[src/rtl/lsu_mem_port.sv]
// lsu_mem_port: single-outstanding load/store initiator with read-modify-write for sub-word stores
// Core side : req_valid/req_ready/req_store/req_funct3/req_addr/req_wdata in, rsp_valid/rsp_ready/rsp_rdata/rsp_err out
// Memory    : A byte address, WD write data, WE write enable, RD combinational read data of word at A
module lsu_mem_port #(
  parameter int MEM_WORDS = 64
) (
  input  logic        CLK,
  input  logic        RST_N,
  input  logic        req_valid,
  output logic        req_ready,
  input  logic        req_store,
  input  logic [2:0]  req_funct3,
  input  logic [31:0] req_addr,
  input  logic [31:0] req_wdata,
  output logic        rsp_valid,
  input  logic        rsp_ready,
  output logic [31:0] rsp_rdata,
  output logic        rsp_err,
  output logic [31:0] A,
  output logic [31:0] WD,
  output logic        WE,
  input  logic [31:0] RD
);
  typedef enum logic [2:0] {IDLE, LOAD, RMW_RD, WRITE, RESP} state_e;
  state_e state_q, state_d;
  logic [31:0] addr_q, wdata_q, merge_q, rdata_q, merge_d, rdata_d, rsh, mask, lanes;
  logic [2:0] f3_q;
  logic store_q, err_q, f3_ok, mis, oor, req_err, acc, done;
  assign acc = req_valid && req_ready;
  assign done = state_q == RESP && rsp_ready;
  // store codes 000..010; loads additionally 100/101
  assign f3_ok = req_store ? req_funct3 < 3'd3 : req_funct3[1:0] != 2'b11 && req_funct3 != 3'b110;
  assign mis = (req_funct3[1:0] == 2'b01 && req_addr[0]) || (req_funct3[1:0] == 2'b10 && req_addr[1:0] != 2'b00);
  assign oor = {2'b00, req_addr[31:2]} >= 32'(MEM_WORDS);
  assign req_err = !f3_ok || mis || oor;
  always_ff @(posedge CLK or negedge RST_N)
    if (!RST_N) state_q <= IDLE;
    else state_q <= state_d;
  always_comb begin
    state_d = state_q;
    case (state_q)
      IDLE:    state_d = !req_valid ? IDLE : req_err ? RESP : !req_store ? LOAD : req_funct3[1] ? WRITE : RMW_RD;
      LOAD:    state_d = RESP;
      RMW_RD:  state_d = WRITE;
      WRITE:   state_d = RESP;
      default: state_d = rsp_ready ? IDLE : RESP;
    endcase
  end
  always_comb begin
    req_ready = state_q == IDLE;
    rsp_valid = state_q == RESP;
    rsp_rdata = rdata_q;
    rsp_err   = err_q;
    A  = state_q inside {LOAD, RMW_RD, WRITE} ? {addr_q[31:2], 2'b00} : 32'd0;
    WE = state_q == WRITE;
    WD = state_q != WRITE ? 32'd0 : f3_q[1] ? wdata_q : merge_q;
  end
  // f3_q[1] marks a full word, f3_q[0] a halfword, f3_q[2] zero-extension
  always_comb begin
    rsh     = RD >> {addr_q[1:0], 3'b000};
    rdata_d = f3_q[1] ? RD :
              f3_q[0] ? {{16{~f3_q[2] & rsh[15]}}, rsh[15:0]} : {{24{~f3_q[2] & rsh[7]}}, rsh[7:0]};
    mask    = f3_q[0] ? 32'h0000_FFFF << {addr_q[1], 4'b0000} : 32'h0000_00FF << {addr_q[1:0], 3'b000};
    lanes   = f3_q[0] ? {2{wdata_q[15:0]}} : {4{wdata_q[7:0]}};
    merge_d = (RD & ~mask) | (lanes & mask);
  end
  always_ff @(posedge CLK or negedge RST_N)
    if (!RST_N) begin
      addr_q  <= '0;
      wdata_q <= '0;
      f3_q    <= '0;
      store_q <= 1'b0;
      merge_q <= '0;
      rdata_q <= '0;
      err_q   <= 1'b0;
    end else begin
      if (acc) begin
        addr_q  <= req_addr;
        wdata_q <= req_wdata;
        f3_q    <= req_funct3;
        store_q <= req_store;
      end
      if (state_q == RMW_RD) merge_q <= merge_d;
      rdata_q <= state_q == LOAD ? rdata_d : done ? 32'd0 : rdata_q;
      err_q   <= acc ? req_err : done ? 1'b0 : err_q;
    end
endmodule

[config.mk]
export PLATFORM = sky130hd
export DESIGN_NAME = lsu_mem_port
export DESIGN_NICKNAME = d
export VERILOG_FILES = /design/src/rtl/lsu_mem_port.sv
export SDC_FILE = /design/constraint.sdc
export NUM_CORES = 1
export LEC_CHECK = 0
export CORE_ASPECT_RATIO = 2
export CORE_MARGIN = 10
export CORE_UTILIZATION = 50
export CTS_CLUSTER_DIAMETER = 60
export DETAILED_ROUTE_END_ITERATION = 16
export HOLD_SLACK_MARGIN = 0.03
export PLACE_DENSITY = 0.84
export SLEW_MARGIN = 20
export SYNTH_ARGS = -nofsm -noshare
export SYNTH_HDL_FRONTEND = slang
export SYNTH_SLANG_ARGS = --single-unit
[constraint.sdc]
create_clock -name CLK -period 5.7 [get_ports CLK]
set_clock_uncertainty 0.2 [all_clocks]
set_input_delay 0.855 -clock CLK [delete_from_list [all_inputs] [get_ports CLK]]
set_output_delay 0.855 -clock CLK [all_outputs]
set_load 0.02 [all_outputs]
## Yosys cells after proc, flatten, opt, wreduce, memory -nomap -nowiden

Cells that the tools add are included.

| storage, ports and cells | value |
|---|---|
| word-level logic and storage cells | 61 |
| register bits after elaboration | 135 |
| output and inout port bits | 100 |
| input bits | 104 |

| operators by class | value |
|---|---|
| reductions and logical operators | 15 |
| bitwise operators | 7 |
| shift operators | 3 |
| order comparisons | 2 |
| equal/unequal tests | 9 |
| mux-type cells | 18 |

Operators with widths:

| kind | number |
|---|---|
| two-way mux 32 bit | 9 |
| AND 32 bit | 2 |
| inverter 32 bit | 1 |
| bitwise OR 32 bit | 1 |
| << shifter 16 x 5 -> 32 bit, first input constant | 1 |
| << shifter 8 x 5 -> 32 bit, first input constant | 1 |
| >> shifter 32 x 5 -> 16 bit | 1 |
| greater-or-equal comparator 30 x 7 -> 1 bit, second input constant | 1 |
| two-way mux 3 bit | 3 |
| case mux 3 bit (3 select lines) | 1 |
| equality test 3 x 2 -> 1 bit, second input constant | 2 |
| nonzero test 2 bit | 3 |
| logical AND 1 bit | 5 |
| two-way mux 1 bit | 4 |
| equality test 3 x 1 -> 1 bit, second input constant | 1 |
| equality test 3 bit, second input constant | 1 |
| zero test 3 bit | 1 |
| logical OR 1 bit | 3 |
| < comparator 3 x 2 -> 1 bit, second input constant | 1 |
| != test 3 x 2 -> 1 bit, second input constant | 1 |
| != test 3 bit, second input constant | 1 |
| nonzero test 3 bit | 1 |
| AND 1 bit | 2 |
| equality test 2 x 1 -> 1 bit, second input constant | 1 |
| other kinds (6) | 6 |

## Logic depth before layout (Yosys ltp)

Gate-level depths: netlist of run 1.

| depth | value |
|---|---|
| word-level depth | 9 |
| gate-level depth with buffers | 7 |

## Worst setup path after synthesis of run 1

Ideal clock, no wire load.

| timing | value |
|---|---|
| kind | reg-to-output |
| from | register f3_q[1] |
| to | output port WD[10] |
| arrival time | 1318 ps |
| cell stages (with the launch flop) | 5 |
| buffers on the path | 2 |
| slack | 3327 ps |
| path through | dfrtp_1 clkbuf_1 buf_2 mux2i_1 nor2_1 |

| on the way | value |
|---|---|
| longest elaborated chain between the ends | 2 |

Ends and longest elaborated chain:

| element | line | text |
|---|---|---|
| start, declared | 27 | `logic [2:0] f3_q;` |
| start signal, assigned | 80 | `f3_q <= req_funct3;` |
| two-way mux 32 bit (2 in a row) | 56 | `WD = state_q != WRITE ? 32'd0 : f3_q[1] ? wdata_q : merge_q;` |
| end, declared | 20 | `output logic [31:0] WD,` |

Every way passes these cells.

## Worst setup path in the final report of run 1

| timing | value |
|---|---|
| from | register f3_q[1] |
| to | output port WD[9] |

Same word-level chain as after synthesis.

==> results of run 1 <==
## Yosys cell counts, types with 2 or more instances
library cell	count
o21ai_0	43
a221o_1	17
nor4_1	7
and2_1	31
mux2i_1	65
buf_2	18
buf_6	2
a221oi_1	2
buf_4	3
dfrtp_1	135
mux4_2	2
inv_1	6
nor2b_1	2
o211ai_1	5
nand3_1	2
clkbuf_1	27
mux2_2	7
a21o_1	8
a32oi_1	2
a22o_1	7
nor3b_1	2
a22oi_1	15
nand2b_1	4
nand4_1	3
nor3_1	5
nand2_1	238
nor2_1	52
a21oi_1	19
## sequential cells by signal, indices dropped and copies added, names as in the netlist
| register | count |
|---|---|
| wdata_q | 32 |
| rsp_err | 1 |
| state_q | 3 |
| f3_q | 3 |
| rsp_rdata | 32 |
| addr_q | 32 |
| merge_q | 32 |
## cell families after synthesis
| kind of cell | Yosys count |
|---|---|
| AO/OA/AOI/OAI | 127 |
| buffers and inverters | 57 |
| flip-flops | 135 |
| multiplexers | 74 |
| other | 1 |
| AND/OR/NAND/NOR | 350 |
## critical path, delay by kind of cell (launching register included)
kind / cells / cell delay (ns)
buffers and inverters: 1 / 0.62
muxes: 1 / 0.29
DFF: 1 / 1.08
and+or+nand+nor: 1 / 0.15
## through the flow
stage,std cells,util,total power [mW],setup slack [ns],cell area [µm²]
final,1087,0.7012,2.796,2.086,9370
after global routing,1087,0.7012,2.911,2.001,9370
after CTS,1087,0.7006,2.802,2.080,9361
after detailed placement,1056,0.6573,1.724,2.543,8783
after global placement,1056,0.6573,1.709,2.549,8783
after floorplan,745,-,1.505,3.327,6756
## report_power, final
part / internal, mW / leakage (nW) / switching, mW
logic: 0.247 / 2.54 / 0.272
clock network: 0.647 / 0.274 / 0.432
registers: 1.06 / 1.60 / 0.141
total: 1.95 / 4.42 / 0.845
## routing by layer
| metal | track usage | vias to the layer above | wire [µm] |
|---|---|---|---|
| met3 | 0.05739 | 77 | 1461 |
| met5 | 0 | - | 0 |
| li1 | - | 2867 | - |
| met4 | 0.1538 | 0 | 1409 |
| met2 | 0.4327 | 261 | 12140 |
| met1 | 0.2344 | 2975 | 7492 |
## layout make-up
type | count | share of cell area
repair buffers | 207 | 0.2197
clock inverters | 13 | 0.01589
inverters | 6 | 0.002404
multi-input cells | 553 | 0.3349
well taps | 155 | 0.02070
flip-flops and latches | 135 | 0.3607
clock buffers | 18 | 0.04580
## worst paths after layout
check	from	end	slack, ns	cells after the start
min in group CLK	addr_q[6]	addr_q[6]	0.27	2
min	RST_N	rsp_rdata[30]	0.25	1
min reg2reg	addr_q[6]	addr_q[6]	0.27	2
max in group asynchronous	RST_N	f3_q[1]	3.75	2
max	f3_q[1]	WD[9]	2.09	3
max reg2reg	addr_q[0]	rsp_rdata[22]	2.97	4
==> flow_summary.yaml, run 1 <==
die:
  core_area_um2: 13360
  die_x_um: 102.2
  rows: 60
  io_pins: 204
  start_util: 0.5053
  design.die.area_um2: 18840
  die_height_um: 184.4
power_and_ir_drop:
  peakVddDrop_mv: 0.2835
  p_leak_nw: 4.417
  powerDensity_nw_per_um2: 298.4
synthesis:
  synth-compound-area-share: 0.1271
  synth_area_per_cell_um2: 9.076
  synth_enable_flop_cells: 0
  synth-simple-area-share: 0.2185
  synth_top_cell_by_area: "dfrtp_1"
  yosys_warnings: 0
  postSynthRegisterBits: 135
  synth_top_family_by_area: "simple AND/OR/NAND/NOR gates"
  synth-adder-area-share: 0
  synth.distinct_cells: 43
  synthFlopType: "dfrtp_1"
  ys_top_cells_by_area: "dfrtp_1 (50%), nand2_1 (13%), mux2i_1 (9.6%), o21ai_0 (3.2%), nor2_1 (2.9%)"
  synth_top_area_share: 0.5003
  netlist_instances: 744
  async_reset_ff_frac: 1.000
  syn_area_um2: 6753
  ys_seq_area_frac: 0.5003
  yosys.area_share.xor_xnor: 0
  muxShareOfSynthArea: 0.1147
timing:
  slew_violations: 0
  hold_viol_final: 0
  slew_headroom: 0.2792
  fin_crit_ns: 3.614
  worst_pin_slew_ns: 1.081
  fin_crit_sh: 0.6339
  setup_viol: 0
  max_freq_mhz: 276.7
  hold_slack_ns: 0.2466
  rsz0062_at_grt: "false"
  tns_ns: 0
clock_network:
  cts_resized: 0
  postCtsHoldBufs: 0
  cts_tree: "yes"
  clockRootBuffer: "clkbuf_16"
  cts_setup_buffers: 0
  cts_sinks: 135
  numCtsBuffers: 17
  h-tree-depth: 4
  worstSkewPairLatency_ns: 0.42
  cts_buffer_depth: 2
  clkSlewWorstSetupHoldPaths_ns: 0.06
finish:
  final_common_cell: "nand2_1"
  seq_area_um2: 3379
  syn_to_final_growth_pct: 38.76
  layout_common_cells: "nand2_1 (237), clkdlybuf4s50_1 (200), dfrtp_1 (134)"
  drive_above_1_share: 0.06223
  n_fill_cell: 1050
  fin_nets: 1024
  multi_input_area_um2: 3138
  antenna_cells: 0
drt:
  drtIter0Drc: 436
  drt_wl_total_mm: 22.50
  routedWlPerCell_um: 20.70
  via_per_inst: 5.685
  dr.pass1.iters: 5
  drc: 0
  vias: 6180
  ant_nets: 0
worst_setup_path:
  endpoint_kind: "primary output"
  crit_chain: "mux2i_1 -> nor2_1 -> clkdlybuf4s50_1"
  crit_type: "flop to primary output"
  crit_slowest_cell: "dfrtp_2"
  cp_max_fo: 38
  worstPathArrival_ns: 2.56
  crit_required_ns: 4.64
  cpPeakStageDelay_ns: 1.08
  worst_setup_path_start_kind: "flop"
global_routing:
  grt_usage: 0.2402
  grt_pass1_vias: 6355
  antenna_found_initial: 0
  grt_max_degree: 76
  gr-total-overflow: 0
  grt_pass1_wl_mm: 34.53
flow_run:
  drv_cap: 0
placed_design:
  place_hpwl_mm: 16.68
  io_buffers: 201
  gp_congestion: 0.9080
run_status:
  status: "complete, no violations"
min_path:
  worstHoldPathType: "primary input to async pin"
Note: power is estimated with default switching activity, not from simulation.
==> inputs of run 2 (changes only) <==
Settings changed: CORE_UTILIZATION 50 to 43, PLACE_DENSITY 0.84 to 0.77.
Clock period 5.7 ns to 3.1 ns, I/O delays scaled along.
==> flow_summary.yaml, run 2 (synthesis gave the netlist of run 1 again) <==
drt:
  via_per_inst: 5.384
  ant_nets: 0
  routedWlPerCell_um: 20.56
  vias: 6186
  drtIter0Drc: 385
  drt_wl_total_mm: 23.62
  drc: 0
  dr.pass1.iters: 5
global_routing:
  antenna_found_initial: 1
  grt_usage: 0.2234
  gr-total-overflow: 0
  grt_pass1_vias: 6413
  grt_pass1_wl_mm: 36.46
  grt_max_degree: 89
timing:
  fin_crit_ns: 2.848
  setup_viol: 0
  slew_violations: 0
  fin_crit_sh: 0.9189
  worst_pin_slew_ns: 0.8641
  max_freq_mhz: 351.1
  tns_ns: 0
  hold_slack_ns: 0.2637
  rsz0062_at_grt: "false"
  slew_headroom: 0.4239
  hold_viol_final: 0
worst_setup_path:
  crit_type: "flop to primary output"
  worstPathArrival_ns: 2.18
  crit_required_ns: 2.43
  endpoint_kind: "primary output"
  cpPeakStageDelay_ns: 0.64
  cp_max_fo: 33
  crit_chain: "inv_1 -> nand3_1 -> buf_4 -> nor2_1 -> clkdlybuf4s50_1"
  worst_setup_path_start_kind: "flop"
  crit_slowest_cell: "clkdlybuf4s50_1"
  r2r_start: "addr_q[0]"
  crit_path_start: "state_q[2]"
clock_network:
  worstSkewPairLatency_ns: 0.42
  h-tree-depth: 4
  cts_buffer_depth: 2
  clkSlewWorstSetupHoldPaths_ns: 0.06
  cts_sinks: 135
  cts_tree: "yes"
  numCtsBuffers: 17
  clockRootBuffer: "clkbuf_16"
die:
  rows: 64
  core_area_um2: 15370
  io_pins: 204
  design.die.area_um2: 21420
  die_x_um: 108.6
  die_height_um: 197.2
  start_util: 0.4392
finish:
  layout_common_cells: "nand2_1 (237), clkdlybuf4s50_1 (187), dfrtp_1 (133)"
  syn_to_final_growth_pct: 41.54
  fin_nets: 1041
  postLayoutCoreUtil: 0.6217
  drive_above_1_share: 0.09053
  final_common_cell: "nand2_1"
min_path:
  min_from: "addr_q[9]"
  worstHoldPathType: "flop to flop"
power_and_ir_drop:
  p_leak_nw: 4.536
  peakVddDrop_mv: 0.4077
  powerDensity_nw_per_um2: 544.8
run_status:
  status: "complete, no violations"
placed_design:
  gp_congestion: 0.8788
  io_buffers: 201
  place_hpwl_mm: 17.96
flow_run:
  drv_cap: 0
[run 2: changes by cell type in the layout (fill, tap and decap cells not counted), sizes merged]
cell | before | now
buf | 7 | 36
clkdlybuf4s50 | 200 | 187
clkinv | 4 | 6
diode | 0 | 1
dlygate4sd3 | 0 | 1
inv | 10 | 9
[run 2: metal layers]
metal / GRT usage / up-vias / share of wire
met2: 0.4079 / 255 / 0.55
met3: 0.05654 / 71 / 0.066
met4: 0.1252 / 0 / 0.055
met1: 0.2194 / 2952 / 0.33
met5: 0 / - / 0
li1: - / 2908 / -
[run 2: final timing paths]
| path | slack [ns] | end | depth (start not counted) |
|---|---|---|---|
| worst max-delay path | 0.25 | WD[0] | 5 |
| worst max register to register | 0.60 | rsp_rdata[29] | 4 |
| worst min register to register | 0.26 | addr_q[9] | 2 |
| min in group asynchronous | 0.45 | addr_q[4] | 2 |
| worst min-delay path | 0.26 | addr_q[9] | 2 |
| max in group asynchronous | 1.43 | wdata_q[29] | 3 |
[run 2: where the power goes]
group / total, mW / internal (mW) / leakage (nW) / switching, mW
clock network: 2.00 / 1.19 / 0.277 / 0.808
logic: 1.06 / 0.489 / 2.66 / 0.575
registers: 2.15 / 1.95 / 1.60 / 0.200
total: 5.21 / 3.62 / 4.54 / 1.58
[run 2: critical path: cells and delay by family, from the launching register on]
family | cells | cell delay [ns]
buffers and inverters | 3 | 1.06
DFF | 1 | 0.45
and+or+nand+nor | 2 | 0.23
[run 2: layout make-up]
| cell class | count | area, µm² |
|---|---|---|
| Inverter | 6 | 22.52 |
| Antenna cell | 1 | 2.502 |
| Multi-Input combinational cell | 553 | 3129 |
| Timing Repair Buffer | 224 | 2193 |
| Tap cell | 198 | 247.7 |
| Clock buffer | 18 | 429.2 |
| Fill cell | 1351 | 5817 |
| Sequential cell | 135 | 3383 |
| Clock inverter | 14 | 150.1 |
[run 2: metrics by stage]
stage | area [µm²] | instances | worst slack (ns) | power, mW
finish | 9558 | 1149 | 0.2515 | 5.207
global route | 9558 | 1149 | 0.05528 | 5.439
CTS | 9552 | 1148 | 0.09710 | 5.240
detailed placement | 8962 | 1115 | 0.4354 | 3.235
global placement | 8962 | 1115 | 0.5006 | 3.208
floorplan | 6756 | 745 | 0.9964 | 2.767
[run 2: timing repair]
item	CTS	global route
resized for setup	0	2
endpoints found under the setup margin	0	14
hold buffers	1	0
endpoints found under the hold margin	85	0
setup buffers	0	0
